`src/rtl/writeback_arbiter.sv`:
```
// Writeback stage: round-robin pick of one execute result per cycle
// into a single-entry register drained to the RF write and commit ports.
module writeback_arbiter #(
  parameter int p_num_units    = 4,
  parameter int p_seq_num_bits = 5
) (
  input  logic                                  clk,
  input  logic                                  rst,
  input  logic [p_num_units-1:0]                x_val,
  output logic [p_num_units-1:0]                x_rdy,
  input  logic [32*p_num_units-1:0]             x_pc,
  input  logic [p_seq_num_bits*p_num_units-1:0] x_seq_num,
  input  logic [5*p_num_units-1:0]              x_waddr,
  input  logic [32*p_num_units-1:0]             x_wdata,
  input  logic [p_num_units-1:0]                x_wen,
  output logic [4:0]                            rf_waddr,
  output logic [31:0]                           rf_wdata,
  output logic                                  rf_wen,
  output logic                                  commit_val,
  input  logic                                  commit_rdy,
  output logic [31:0]                           commit_pc,
  output logic [p_seq_num_bits-1:0]             commit_seq_num
);

  localparam int PW = $clog2(p_num_units);

  typedef logic [PW-1:0] ptr_t;

  typedef struct packed {
    logic [31:0]               pc;
    logic [p_seq_num_bits-1:0] seq_num;
    logic [4:0]                waddr;
    logic [31:0]               wdata;
    logic                      wen;
  } entry_t;

  entry_t entry_q, entry_d;
  logic   valid_q, valid_d;
  ptr_t   rr_ptr_q, rr_ptr_d;

  logic   free;
  logic   drain;
  logic   take;
  logic   grant_any;
  ptr_t   grant_idx;

  assign drain = valid_q & commit_rdy;
  assign free  = !valid_q | drain;
  assign take  = rst & free & grant_any;

  // Scan units starting at rr_ptr with explicit wrap for any unit count
  always_comb begin
    int j;
    grant_any = 1'b0;
    grant_idx = '0;
    j         = 0;
    for (int k = 0; k < p_num_units; k++) begin
      j = int'(rr_ptr_q) + k;
      if (j >= p_num_units) j = j - p_num_units;
      if (!grant_any && x_val[j]) begin
        grant_any = 1'b1;
        grant_idx = ptr_t'(j);
      end
    end
  end

  // One-hot ready on the granted unit; implies that unit's valid
  always_comb begin
    x_rdy = '0;
    for (int i = 0; i < p_num_units; i++) begin
      x_rdy[i] = take & (grant_idx == ptr_t'(i));
    end
  end

  // Capture on grant, otherwise clear valid once drained
  always_comb begin
    int gi;
    gi       = int'(grant_idx);
    entry_d  = entry_q;
    valid_d  = valid_q;
    rr_ptr_d = rr_ptr_q;
    if (take) begin
      entry_d.pc      = x_pc[32*gi +: 32];
      entry_d.seq_num = x_seq_num[p_seq_num_bits*gi +: p_seq_num_bits];
      entry_d.waddr   = x_waddr[5*gi +: 5];
      entry_d.wdata   = x_wdata[32*gi +: 32];
      entry_d.wen     = x_wen[gi];
      valid_d         = 1'b1;
      if (gi == p_num_units - 1) rr_ptr_d = '0;
      else                       rr_ptr_d = ptr_t'(grant_idx + 1'b1);
    end else if (drain) begin
      valid_d = 1'b0;
    end
  end

  // Entry, valid bit and round-robin pointer registers
  always_ff @(posedge clk or negedge rst) begin
    if (!rst) begin
      entry_q  <= '0;
      valid_q  <= 1'b0;
      rr_ptr_q <= '0;
    end else begin
      entry_q  <= entry_d;
      valid_q  <= valid_d;
      rr_ptr_q <= rr_ptr_d;
    end
  end

  assign commit_val     = valid_q;
  assign commit_pc      = entry_q.pc;
  assign commit_seq_num = entry_q.seq_num;
  assign rf_waddr       = entry_q.waddr;
  assign rf_wdata       = entry_q.wdata;
  assign rf_wen         = drain & entry_q.wen & (entry_q.waddr != 5'd0);

endmodule

```
`config.mk`:
```
export PLATFORM = sky130hd
export DESIGN_NAME = writeback_arbiter
export DESIGN_NICKNAME = d
export VERILOG_FILES = /design/src/rtl/writeback_arbiter.sv
export SDC_FILE = /design/constraint.sdc
export NUM_CORES = 1
export LEC_CHECK = 0
export CAP_MARGIN = 25
export CORE_AREA = 5 5 147 149
export CTS_CLUSTER_SIZE = 10
export DETAILED_ROUTE_END_ITERATION = 10
export DIE_AREA = 0 0 152 154
export PLACE_DENSITY = 0.67
export SLEW_MARGIN = 40
export SYNTH_ARGS = -nofsm -noshare
export SYNTH_HDL_FRONTEND = slang
export SYNTH_SLANG_ARGS = --single-unit
```
`constraint.sdc`:
```
create_clock -name clk -period 1.8 [get_ports clk]
set_clock_uncertainty 0.15 [all_clocks]
set_input_delay 0.27 -clock clk [delete_from_list [all_inputs] [get_ports clk]]
set_output_delay 0.27 -clock clk [all_outputs]
set_load 0.02 [all_outputs]
```
# --- Word level (Yosys, flattened, before mapping) ---
# Cells that the tools add are included.
op_classes:
  mul: 1
  n_reduce_logical: 10
  eq_ne: 4
  shift: 4
  bitwise_logic: 10
  magnitude_cmp: 9
  n_addsub: 8
  muxes: 29
op_table:
  columns: ["cell", "n"]
  rows:
  - ["variable part select 128 x 8 -> 32 bit", 2]
  - ["less-than comparator 32 x 4 -> 1 bit, second input constant", 4]
  - ["2-to-1 mux 32 bit", 4]
  - ["variable part select 20 x 32 -> 5 bit", 1]
  - ["variable part select 20 x 6 -> 5 bit", 1]
  - ["2-to-1 mux 1 bit", 15]
  - ["subtractor 3 x 3 -> 4 bit, second input constant", 3]
  - ["binary-select mux 1 bit (select 2 bit)", 5]
  - ["2-to-1 mux 2 bit", 5]
  - ["bitwise AND 1 bit", 9]
  - [">= comparator 3 bit, second input constant", 3]
  - ["adder 2 x 2 -> 3 bit, second input constant", 2]
  - ["multiplier 3 x 2 -> 5 bit, first input constant", 1]
  - ["nonzero test 5 bit", 1]
  - ["== test 2 x 1 -> 1 bit, second input constant", 2]
  - ["== test 2 bit, second input constant", 2]
  - ["logical NOT 1 bit", 4]
  - ["subtractor 2 x 3 -> 4 bit, second input constant", 1]
  - ["adder 2 x 1 -> 3 bit, second input constant", 1]
  - [">= comparator 2 x 3 -> 1 bit, second input constant", 1]
  - ["logical AND 1 bit", 3]
  - ["less-than comparator 2 x 3 -> 1 bit, second input constant", 1]
  - ["adder 2 x 1 -> 2 bit, second input constant", 1]
  - ["logical NOT 2 bit", 1]
  - ["other kinds (2)", 2]
word_totals:
  in_bits: 307
  ff_bits: 78
  elab_cells: 82

# --- Logic depth before layout (Yosys ltp) ---
# Gate-level depths: netlist of the first run.
depth:
  ltp_word: 17
  depth_mapped: 9
  ltp_nobuf: 5

# --- Worst setup path after synthesis of the first run ---
# Ideal clock, no wire load.
synth_timing:
  kind: "reg-to-output"
  start: "register rr_ptr_q[1]"
  end: "output x_rdy[2]"
  required_ps: 1380
  path_stages_with_launch: 7
  slack_ps: -409
  t_arrival_ps: 1789
  path_buffers: 2
  path_cell_list: "dfrtp_1 -> buf_2 -> a21o_1 -> a21oi_1 -> o21ai_1 -> clkbuf_1 -> nor3_1"
synth_via:
  elab_chain_cells: 17
  elab_cells_between_ends: 44
synth_lines:
  columns: ["element", "line", "text"]
  rows:
  - ["from (decl)", "39", "ptr_t rr_ptr_q, rr_ptr_d;"]
  - ["from (signal assigned)", "105", "rr_ptr_q <= rr_ptr_d;"]
  - ["branches (longest 16 deep; another with subtractor 3 x 3 -> 4 bit)", null, null]
  - ["bitwise AND 1 bit (*)", "71", "x_rdy[i] = take & (grant_idx == ptr_t'(i));"]
  - ["to (decl)", "10", "output logic [p_num_units-1:0] x_rdy,"]
# Every way passes the cells marked *. The select of a mux whose other input is x is not followed.

# --- Worst setup path after layout of the first run ---
layout_timing:
  start: "register rr_ptr_q[1]"
  end: "output x_rdy[0]"
layout_via:
  elab_chain_cells: 17
  elab_cells_between_ends: 44
layout_lines:
  columns: ["element", "line"]
  rows:
  - ["branches (longest 16 deep; another with subtractor 3 x 3 -> 4 bit)", null]
  - ["bitwise AND 1 bit (*)", "71"]
# Marks and branches as above.

==> impl_results.md, run 1 <==
* Status: complete, but fails checks
* Failing checks: negative setup slack
* Gr usage total at 23.4%
* Power consumption at about 11 mW
* RSZ-0062 raised after global routing: true
* Count of final hold-check violations at 0
* Switching share of power at 38.5%
* DR vias/cell at 5.33
* Worst R2R End: rf_wdata[14]$_DFFE_PN0P_
* Starting density of the core at around 30%
* Peak supply drop at around 0.00049 V
* Pwr Density at 960 mW/mm^2
* Total CTS buffers at 9
* Syn Nets at 1,033
* Clock power share at 21.0%
* Max Fanout on Critical Path at 6
* Flop-to-flop setup slack at -0.26 ns
* Vias in the first global route at around 7.3k
* Relative slew slack at between 60% and 70%
* Placer Congestion at 0.871
* GRT overflow at 0
* CTS Sinks at 78
* Final setup fails at 79
* FMAX at approximately 480 MHz
* Post-synthesis register bit count at 78
* Critical Path End Type: output pin
* Row cnt at 52
* Initial antenna violation count at 3
* Worst skew pair latency at 0.33 ns
* First-pass DRT Iterations at 4
* Max Transition Viols Final at 0
* Reg2Reg Depth at 5
* Synth area leader: dfrtp_1
* Worst setup path startpoint: rr_ptr_q[1]$_DFFE_PN0P_
* Syn Area/Cell at slightly above 8 sq um
* Dpl hpwl at 20,900 um
* Crit-path max cell delay at 0.59 ns
* CORE AREA at between 0.02 and 0.025 sq mm
* Worst-path clk slew at 0.06 ns
* DRT antenna net count at 0
* Maxcap violations at 0
* Area contributors post-synth: dfrtp_1 33%, a221oi_1 11%, a21o_1 9.5%
* Critical Path AT at between 1.5 and 2 ns
* Slew @ Worst Pin at 0.585 ns
* Sequential element share of the synthesized area at between 30% and 40%
* Synth warn at 0
* Drt drc at 0
* CP endpoint: x_rdy[0]
* Startpoint types: flop
* Chip width at 152 um
* CTS root buffer: clkbuf_16
* Input/output buffers at 386
* CTS tree: yes
* Slowest-stage cell, CP: or4_4
* Die H at 154 um
* Synth Instances at between 700 and 800
* Min-Delay Path Class: input port to flop
* Int Power at 6.49 mW
* FILL cells at approximately 1.9k
* Reg-to-Reg Start: rr_ptr_q[1]$_DFFE_PN0P_
* First-pass GRT wire length at between 40,000 and 50,000 um
* Die Area at between 0.02 and 0.025 sq mm
* Worst Slack Setup Final at -0.292 ns
* Area share of the leading cell type in the synthesized netlist at 32.5%
* Routed wire length at ~30,000 um
* H-tree levels at 3
* CP Class: flop to output pin
* Post-Syn Area at around 0.0060 sq mm
* Sequential Power Share at 24.1%
* Combinational fraction of design power at 54.9%
* Clock Path Buffers at 2
* Cell Chain, Critical Path: or4_4 > nand2_4 > nor3_4 > buf_6
* Area delta synth->final at 83.1%
* I/O pins at 387
* Crit path time final at around 2.1 ns
* WP data required at about 1.4 ns
* Post-layout nets at between 1k and 1.5k
* Leak at about 4.4 nW
* Via count at 7,079
* WHS at around 0.20 ns
* Tcrit/Tclk final at 116%
* Synth cell types at 35
* Drt wl/cell at 22.6 um
* Share of post-route cells with drive strength above 1 at a little under a fifth
* Switching power total at 4.05 mW
* Largest net degree at the start of global routing at 76
* Iteration-0 DRC Markers at 383
-- power groups by stage --
stage          clock (mW)  combinational, mW  sequential, mW
2_1_floorplan           0               3.33            2.48
3_3_place_gp            0               5.24            2.54
3_5_place_dp            0               5.29            2.56
4_1_cts              2.27               5.55            2.54
5_1_grt              2.33               6.15            2.60
6_report             2.21               5.79            2.54
-- what timing repair did --
| item | 4_1_cts | 5_1_grt |
|---|---|---|
| setup endpoints to repair | 85 | 86 |
| endpoints found under the hold margin | 26 | 0 |
| resized for setup | 77 | 44 |
| hold buffers | 2 | 0 |
| gates cloned | 2 | 4 |
| setup buffers | 12 | 1 |
| pin swaps | 7 | 7 |
-- final cells by class --
class / count / area [sq um] / area share, %
inverter: 2 / 7.51 / 0.0684
antenna: 3 / 7.51 / 0.0684
tap: 270 / 338 / 3.08
sequential: 78 / 1950 / 17.8
clock buffer: 13 / 260 / 2.37
clock inverter: 3 / 90.1 / 0.820
multi-input combinational: 495 / 3540 / 32.2
timing repair buffer: 464 / 4790 / 43.6
-- cells in the final DEF (no fill, tap or decap), drive strengths merged, types with 17 or more instances in the layout --
master,n
a21o,76
a21oi,78
a221oi,75
buf,78
clkbuf,17
clkdlybuf4s50,367
dfrtp,78
nand3,76
nor2,78
o21ai,79
-- registers in the layout (all words and copies together) (netlist names) --
| signal | count |
|---|---|
| rf_wdata | 32 |
| rf_waddr | 5 |
| commit_val | 1 |
| entry_q | 1 |
| commit_seq_num | 5 |
| commit_pc | 32 |
| rr_ptr_q | 2 |
-- metal layers --
| layer | wire (um) | track usage, % | share of wire, % |
|---|---|---|---|
| met1 | 12400 | 28.4 | 41 |
| met2 | 14800 | 40.7 | 49 |
| met3 | 1970 | 5.12 | 6.6 |
| met4 | 837 | 8.48 | 2.8 |
| met5 | 0 | 0 | 0 |
-- synth_stat cells, drive strengths merged --
library cell / count
o41ai: 1
a221oi: 75
a211oi: 1
and2: 2
o221a: 1
dfrtp: 78
inv: 2
or4: 1
nand3: 76
o21ai: 79
nor4: 1
and4b: 1
nand2b: 5
o21bai: 1
a21oi: 78
o21a: 1
buf: 105
nor3: 3
a31oi: 1
o211a: 1
and3: 1
clkbuf: 46
nand2: 7
nor2b: 3
nor2: 78
o22ai: 1
a21o: 76
nand4b: 1
-- how the worst min path moves through the flow --
stage          slack, ns                  endpoint  start  cells past startpoint
6_report            0.20    commit_val$_DFFE_PN0P_    rst                      4
5_1_grt             0.20    commit_val$_DFFE_PN0P_    rst                      4
4_1_cts             0.16    commit_val$_DFFE_PN0P_    rst                      4
3_5_place_dp        0.20  rf_wdata[26]$_DFFE_PN0P_    rst                      2
3_3_place_gp        0.20   rf_waddr[3]$_DFFE_PN0P_    rst                      2
2_1_floorplan      -0.18  commit_pc[0]$_DFFE_PN0P_    rst                      0
-- cells by family (layout without fill, tap and decap cells) --
group,count (synthesis),in the layout,share of synthesized area [%]
buffers and inverters,153,482,15.5
flip-flops,78,78,32.5
AND/OR/NAND/NOR,179,179,17.1
other,0,3,0
AO/OA/AOI/OAI,316,316,34.8
-- worst max-delay path, delay by kind of cell (launching register included) --
kind                   cells  cell delay, ns
and+or+nand+nor            3            0.76
DFF                        1            0.45
buffers and inverters      1            0.13
-- stage by stage --
| stage | utilization [%] | setup WS, ns | setup TNS, ns | cells | area, sq um |
|---|---|---|---|---|---|
| floorplan | - | -0.0746 | -0.576 | 726 | 6090 |
| global placement | 49.5 | -0.875 | -63.49 | 1288 | 9930 |
| detailed placement | 49.6 | -0.915 | -66.77 | 1288 | 9930 |
| CTS | 53.2 | -0.318 | -14.00 | 1320 | 10700 |
| global route | 54.8 | -0.354 | -21.25 | 1328 | 11000 |
| finish | 54.8 | -0.292 | -15.13 | 1328 | 11000 |
No activity file was read; power rests on OpenSTA's default activity.
==> run 2, diff against run 1 <==
CTS_CLUSTER_SIZE = 40   (was 10)
==> results of run 2 <==
No change in the layout: final DEF, timing and power equal those of run 1.
==> run 3, diff against run 2 <==
CTS_BUF_LIST = sky130_fd_sc_hd__clkbuf_4 sky130_fd_sc_hd__clkbuf_8 sky130_fd_sc_hd__clkbuf_16   (was unset)
GPL_TIMING_DRIVEN = 1   (was unset)
==> run 3 against run 2 <==
The flow still finishes with violations (negative setup slack). Via count barely moved. Largest cell class unchanged. Final area barely moved. Setup slack worse by 0.0011 ns. Sequential power about the same. Largest power group unchanged. Critical path depth is the same. Sequential share of layout area about the same. Total power rose by 0.28%. Sequential cell count is the same. Critical path type unchanged.
==> impl_results.md, run 3 (synthesized netlist as in run 1, its figures left out) <==
* Inst Count DP at 1,288 (unchanged)
* Initial antenna violation count at 3 (unchanged)
* Max Transition Viols Final at 0 (unchanged)
* Drt wl/cell at 22.5 um (-0.22%)
* Pwr Density at 962 mW/mm^2 (+0.21%)
* Min-Delay Path Class: input port to flop
* Max Fanout on Critical Path at 6 (unchanged)
* First-pass GRT wire length at 43,600 um (unchanged)
* Placer Congestion at 0.871 (unchanged)
* RSZ-0062 raised after global routing: true
* Peak supply drop at 0.000487 V (about the same)
* Final setup fails at 79 (unchanged)
* Drt drc at 0 (unchanged)
* Reg2Reg Depth at 5 (unchanged)
* Worst-path clk slew at 0.06 ns (about the same)
* CTS tree: yes
* Post-layout nets at 1,357 (unchanged)
* Iteration-0 DRC Markers at 378 (-1.3%)
* Most frequent cells in the layout: 367 x clkdlybuf4s50_1, 77 x nor2_1, 77 x o21ai_0, 76 x a21o_1, 76 x dfrtp_1
* Routed wire length at 29,900 um (-0.22%)
* CP endpoint: x_rdy[0]
* Relative slew slack at 60.6% (-0.43 points)
* Row cnt at 52 (unchanged)
* Slew @ Worst Pin at 0.592 ns (+0.00646 ns)
* Final Util at 54.8% (about the same)
* Tcrit/Tclk final at 116% (about the same)
* Worst skew pair latency at 0.34 ns (about the same)
* CTS root buffer: clkbuf_16
* WP data required at 1.38 ns (about the same)
* Count of final hold-check violations at 0 (unchanged)
* Share of post-route cells with drive strength above 1 at 19.3% (+0.19 points)
* Maxcap violations at 0 (unchanged)
* Status: complete, but fails checks
* Leak at 4.43 nW (+0.15%)
* Placed standard-cell area at 0.00993 sq mm (unchanged)
* DR vias/cell at 5.33 (about the same)
* Post-route design area at 0.0110 sq mm (about the same)
* Die Area at 0.0234 sq mm (unchanged)
* FMAX at 478 MHz (about the same)
* CORE AREA at 0.0200 sq mm (unchanged)
* Vias in the first global route at 7,258 (unchanged)
* Worst Slack Setup Final at -0.294 ns (-0.00110 ns)
* Area delta synth->final at 83.3% (about the same)
* Most common cell after layout, fill and taps aside: clkdlybuf4s50_1
* Gr usage total at 23.4% (unchanged)
* Worst setup path startpoint: rr_ptr_q[1]$_DFFE_PN0P_
* Reg-to-Reg Start: rr_ptr_q[1]$_DFFE_PN0P_
* Largest net degree at the start of global routing at 76 (unchanged)
* Input/output buffers at 386 (unchanged)
* DRT antenna net count at 0 (unchanged)
* GRT overflow at 0 (unchanged)
* Dpl hpwl at 20,900 um (unchanged)
* Clock Path Buffers at 2 (unchanged)
* CP Class: flop to output pin
* Starting density of the core at 29.9% (unchanged)
* Post-route insts no fill at 1,328 (unchanged)
* Critical Path AT at 1.67 ns (about the same)
* Crit path time final at 2.09 ns (+0.00110 ns)
* Flop-to-flop setup slack at -0.26 ns (about the same)
* Die H at 154 um (unchanged)
* Critical Path End Type: output pin
* Total CTS buffers at 9 (unchanged)
* Via count at 7,075 (-0.057%)
* Failing checks: negative setup slack
* Worst R2R End: rf_wdata[14]$_DFFE_PN0P_
* Worst slack, placed at -0.915 ns (unchanged)
* H-tree levels at 3 (unchanged)
* First-pass DRT Iterations at 4 (unchanged)
* I/O pins at 387 (unchanged)
* CTS Sinks at 78 (unchanged)
* Startpoint types: flop
* Chip width at 152 um (unchanged)
==> run 3: critical path, cell delays in order, from the launching register on <==
cell,delay [ns]
dfrtp_2,0.45
or4_4,0.59
nand2_4,0.12
nor3_4,0.05
buf_6,0.13
==> run 3: what timing repair did <==
item                       4_1_cts  5_1_grt
resized for setup               77       44
buffers inserted                12        1
cloned                           2        4
setup endpoints to repair       85       86
hold endpoints to repair        26        0
hold buffers                     2        0
pin swaps                        7        7
==> run 3: report_power, final <==
group	internal [mW]	leakage [nW]	total, mW	switching [mW]
combinational	2.81	3.37	5.79	2.97
clock	1.47	0.177	2.25	0.781
sequential	2.24	0.879	2.54	0.297
total	6.52	4.43	10.6	4.05
==> run 3: worst min path at each step <==
stage / start / to / slack (ns) / depth (start not counted)
after floorplan: rst / commit_pc[0]$_DFFE_PN0P_ / -0.18 / 0
final: rst / commit_val$_DFFE_PN0P_ / 0.20 / 4
after global routing: rst / commit_val$_DFFE_PN0P_ / 0.20 / 4
after global placement: rst / rf_waddr[3]$_DFFE_PN0P_ / 0.20 / 2
after CTS: rst / commit_val$_DFFE_PN0P_ / 0.16 / 4
after detailed placement: rst / rf_wdata[26]$_DFFE_PN0P_ / 0.20 / 2
==> run 3: per-layer routing <==
metal	up-vias	part of all wire, %	GRT usage, %	wire [um]
met5	-	0	0	0
met4	0	2.9	8.48	865
met3	54	6.6	5.12	1990
met2	329	49	40.7	14700
met1	3424	41	28.4	12300
li1	3268	-	-	-
==> run 3: through the flow <==
step | power, mW | TNS [ns] | hold slack, ns
floorplan | 5.80 | -0.576 | -0.176
global placement | 7.78 | -63.49 | 0.198
global route | 11.1 | -21.25 | 0.201
CTS | 10.4 | -14.00 | 0.164
finish | 10.6 | -15.26 | 0.198
detailed placement | 7.85 | -66.77 | 0.200
==> run 3: final cells by class <==
class | count | area, sq um
antenna | 3 | 7.51
clock buffer | 13 | 268
clock inverter | 3 | 90.1
fill | 1867 | 9050
inverter | 2 | 7.51
multi-input combinational | 495 | 3540
sequential | 78 | 1950
tap | 270 | 338
timing repair buffer | 464 | 4790
==> patch 1: new RTL, settings of run 3 <==
Change the parameter `p_num_units` from 4 to 2.
--- a/src/rtl/writeback_arbiter.sv
+++ b/src/rtl/writeback_arbiter.sv
@@ -3,3 +3,3 @@
 module writeback_arbiter #(
-  parameter int p_num_units    = 4,
+  parameter int p_num_units    = 2,
   parameter int p_seq_num_bits = 5
Ports: changed (7 resized); port bits go from 387 to 233. No check against the original RTL was run, so the function may have changed too.
==> patch 1 against run 3 <==
- the run still ends with negative setup slack left
- sequential power down 9.1%
- fmax rose by 14%
- routed wire length shrank 41%
- highest routed layer unchanged
- setup slack gained 0.25 ns
- total power decreased by 36%
- via count is 41% lower
- register-to-register slack better by 0.30 ns
- synthesized area fell by 25%
- combinational power decreased by 56%
- sequential share of layout area rose by 9.0 points
- cell count shrank 34%
- sequential cell count shrank 1
- final area shrank 34%
==> patch 1: results (changes against run 3) <==
number of nets in the layout=752 (-45%); arrival time of data at the critical path endpoint=1.42 ns (-0.25 ns); part of the Yosys area used for sequential elements=43.0% (+10 points); failing checks=negative setup slack; Total GRT Usage=13.8% (-9.6 points); share of final-layout standard cells stronger than drive strength 1=11.1% (-8.2 points); detailed placement HPWL=11.4 mm (-46%); Final GP Congestion=0.799 (-8.3%); cell count after synthesis=440 (-39%); global-route wire length before repair=25.5 mm (-42%); GR Util met2=22.0% (-19 points); Static Leak=0.00286 uW (-35%); compound-gate portion of the synthesized area=17.3% (-18 points); antenna violations before repair=0 (-3); Peak supply drop=0.000355 V (-27%); average via count per standard cell=4.82 (-9.6%); Post-Synthesis Net Count=595 (-42%); via count of the first global-routing pass=4,185 (-42%); non-filler cells in the finished layout=872 (-34%); cell count after placement=845 (-34%); met2 WL=8.35 mm (-43%); ant diodes=0 (-3); met3 capacity usage during global routing=4.38% (-0.73 points); run status=finished, violations left; DR pass1 iterations=5 (+1); class of the tightest hold or removal check=input port to asynchronous set/reset pin; worst setup slack after layout=-0.0414 ns (+0.252 ns); number of endpoints failing setup at the final stage=1 (-99%); M1 WL=7.69 mm (-38%); critical path fanouts, max=3 (-3); wire length after detailed routing=17.6 mm (-41%); largest net degree at the start of global routing=46 (-39%); number of port buffers=232 (-40%); worst-case setup slack after placement=-0.558 ns (+0.357 ns); power spent charging and discharging nets=2140 uW (-47%); count of unique library cells instantiated by Yosys=20 (-43%); most frequent cells after synthesis=dfrtp_1, nand2_1, a221o_1, nor4b_1, buf_4; Met3 Routed Length=1.31 mm (-34%)
-- patch 1: through the flow --
stage | TNS (ns) | hold slack (ns) | cell area (um2)
after global placement | -28.11 | 0.119 | 6670
final | -0.0414 | 0.131 | 7200
after detailed placement | -30.35 | 0.122 | 6670
after CTS | -0.139 | 0.131 | 7080
after global routing | -0.180 | 0.143 | 7200
after floorplan | -0.853 | -0.176 | 4510
-- patch 1: final cells by class --
type / instances / area, um2
Clock buffer: 12 / 267
Sequential cell: 77 / 1930
Tap cell: 270 / 338
Inverter: 1 / 3.75
Clock inverter: 4 / 45.0
Fill cell: 2057 / 12800
Multi-Input combinational cell: 237 / 1840
Timing Repair Buffer: 271 / 2790
-- patch 1: critical path, stage by stage (launching register included) --
cell and delay [ns]:
dfrtp_2 0.41, nor2b_4 0.14, nor4bb_4 0.33, buf_4 0.21
-- patch 1: power groups by stage --
stage / registers, uW / clock network [uW] / logic (uW)
after floorplan: 2270 / 0 / 1620
after CTS: 2310 / 1990 / 2520
final: 2310 / 1920 / 2530
after global placement: 2340 / 0 / 2470
after detailed placement: 2320 / 0 / 2490
after global routing: 2350 / 2060 / 2660
-- patch 1: final timing paths --
kind / from / endpoint / slack [ns] / depth (start not counted)
min reg2reg: commit_pc[6] / commit_pc[6] / 0.36 / 1
max in group asynchronous: rst / rf_wdata[25] / 0.69 / 3
max: commit_val / x_rdy[1] / -0.04 / 3
min: rst / commit_pc[12] / 0.13 / 3
min in group clk: commit_rdy / commit_val / 0.35 / 3
max reg2reg: commit_val / commit_pc[7] / 0.04 / 5
-- patch 1: repair_timing --
action / CTS / global route
pin swaps: 0 / 29
gates resized for setup: 25 / 17
endpoints found under the setup margin: 56 / 82
endpoints found under the hold margin: 55 / 0
hold buffers: 5 / 0
buffers inserted: 1 / 1
gates cloned: 1 / 3
==> patch 2: new RTL, flow settings as in run 3 <==
Without the edit above. Reset style: synchronous (`rst`), changed in one clocked block.
--- a/src/rtl/writeback_arbiter.sv
+++ b/src/rtl/writeback_arbiter.sv
@@ -96,3 +96,3 @@
   // Entry, valid bit and round-robin pointer registers
-  always_ff @(posedge clk or negedge rst) begin
+  always_ff @(posedge clk) begin
     if (!rst) begin
Formal check against the unedited RTL: differs if rst is asserted again (counterexample within 4 cycles, from zero or initial values and one cycle with rst low); with rst held inactive, the same outputs for 4 cycles.
==> patch 2 against run 3 <==
- the flow still finishes with violations (negative setup slack)
- die area unchanged
- critical path depth increased by 2
- count of clock-buffer cells in the layout fell by 2
- routed wire length is 24% lower
- sequential cell count stayed put
- synthesized cell count decreased by 27%
- setup slack got worse by 0.025 ns
- synthesized area down 16%
- sequential share of layout area shrank 1.9 points
- total power is 26% lower
- final area down 11%
- critical path type unchanged
- largest cell class unchanged
==> patch 2: results (changes against run 3) <==
endpoint of the worst-slack reg-to-reg timing path=rf_wdata[30]; ant diodes=0 (-3); routed length per placed instance=19.8 um (-12%); Filler cells=1,878 (+0.59%); global-route wire length before repair=33.3 mm (-24%); flip-flop and latch area=1560 um2 (-20%); Peak supply drop=0.000381 V (-22%); arrival time of data at the critical path endpoint=1.70 ns (+0.03 ns); count of unique library cells instantiated by Yosys=24 (-31%); dpl cell area=8910 um2 (-10%); run status=finished, violations left; critical path fanouts, max=4 (-2); clock buffer instance count of the final layout=11 (-2); via count of the first global-routing pass=5,779 (-20%); share of flip-flops with an asynchronous set or reset=0% (-100 points); Post-Synthesis Net Count=838 (-19%); critical path's largest stage delay=0.38 ns (-0.21 ns); number of DRC markers in iteration 0=167 (-56%); antenna violations before repair=0 (-3); Worst slew margin=78.0% (+17 points); startpoint of the worst setup timing path=rr_ptr_q[0]; layout inverter count without the clock tree=5 (+3); CP endpoint=x_rdy[1]; largest net degree at the start of global routing=29 (-62%); number of nets in the layout=1,182 (-13%); most frequent cells after synthesis=mux2i_1, dfxtp_1, nand2_1, o221ai_1, buf_4; multi-input logic cell count=333 (-33%); fraction of area in registers=15.9% (-1.9 points); Static Leak=0.00413 uW (-6.8%); average via count per standard cell=4.70 (-12%); synthesized area divided by synthesized cell count=9.46 um2 (+15%); Total GRT Usage=18.1% (-5.3 points); depth of the worst register-to-register path=8 (+3); total negative slack for setup checks=-15.52 ns (-0.260 ns); kind of cell adding the most delay to the critical path=compound AO/OA/AOI/OAI gates; switch share=32.0% (-6.3 points); worst-case setup slack after placement=-0.847 ns (+0.0682 ns); critical-path cell with the highest stage delay=a211o_4; number of endpoints failing setup at the final stage=79 (unchanged); cell count after placement=1,117 (-13%); Final GP Congestion=0.865 (-0.69%); Clock buf/inv share=2.99% (-0.26 points); worst setup slack after layout=-0.319 ns (-0.0255 ns); share of final-layout standard cells stronger than drive strength 1=14.8% (-4.5 points); failing checks=negative setup slack; number of buffers other than clock buffers in the final layout=448 (-3.4%); total area of multi-input combinational cells=2890 um2 (-18%); largest cells by area after synthesis=dfxtp_1, mux2i_1, o221ai_1; class of the tightest hold or removal check=register to register; detailed placement HPWL=16.9 mm (-19%); most instantiated flip-flop cell in the synthesis netlist=dfxtp_1; clock latency on the worst-skew pair=0.33 ns; post-synthesis cell area=5020 um2 (-16%); wire length after detailed routing=22.7 mm (-24%); part of the Yosys area used for sequential elements=31.1% (-1.5 points)
==> patch 2: cell types whose count changed after synthesis, sizes merged, moves of 29 or more <==
cell	change
a21o	-76
a21oi	-71
a221oi	-75
clkbuf	-29
dfrtp	-78
dfxtp	+78
mux2i	+150
nand2	+68
nand3	-72
nor2	-69
o21ai	-78
o221ai	+75
==> patch 2: metal layers <==
metal	wire length, um	global-route usage, %	part of all wire, %	vias to the layer above
met5	0	0	0	-
met4	403	4.58	1.8	0
met3	1880	6.55	8.3	22
met2	11400	32.9	50	276
met1	9010	20.1	40	2514
li1	-	-	-	2591
==> patch 2: repair_timing <==
item,4_1_cts,5_1_grt
setup endpoints to repair,85,86
hold buffers,0,0
resized for setup,81,48
pin swaps,19,20
setup buffers,9,5
cloned,7,1
==> patch 2: kinds of logic (layout without fill, tap and decap cells) <==
group / after synthesis / count (layout) / share of synthesized area (%)
mux: 150 / 150 / 29.9
flops: 78 / 78 / 31.1
compound gates: 88 / 88 / 14.9
xor+xnor: 1 / 1 / 0.174
simple gates: 94 / 94 / 7.57
buf+inv: 120 / 468 / 16.3
==> patch 2: power by group through the flow <==
stage	clock network [uW]	registers [uW]	logic [uW]
floorplan	0	2160	1970
global placement	0	2190	3250
detailed placement	0	2200	3270
CTS	1950	2160	3660
global route	2040	2200	3960
finish	1880	2160	3740
==> patch 2: how the worst min path moves through the flow <==
stage / slack [ns] / startpoint / to / cells past startpoint
after floorplan: 0.27 / rst / rf_wdata[0] / 2
after global placement: 0.29 / commit_pc[24] / commit_pc[24] / 2
after detailed placement: 0.30 / commit_pc[0] / commit_pc[0] / 2
after CTS: 0.31 / x_val[2] / commit_val / 3
after global routing: 0.33 / commit_pc[0] / commit_pc[0] / 2
final: 0.31 / commit_pc[0] / commit_pc[0] / 2
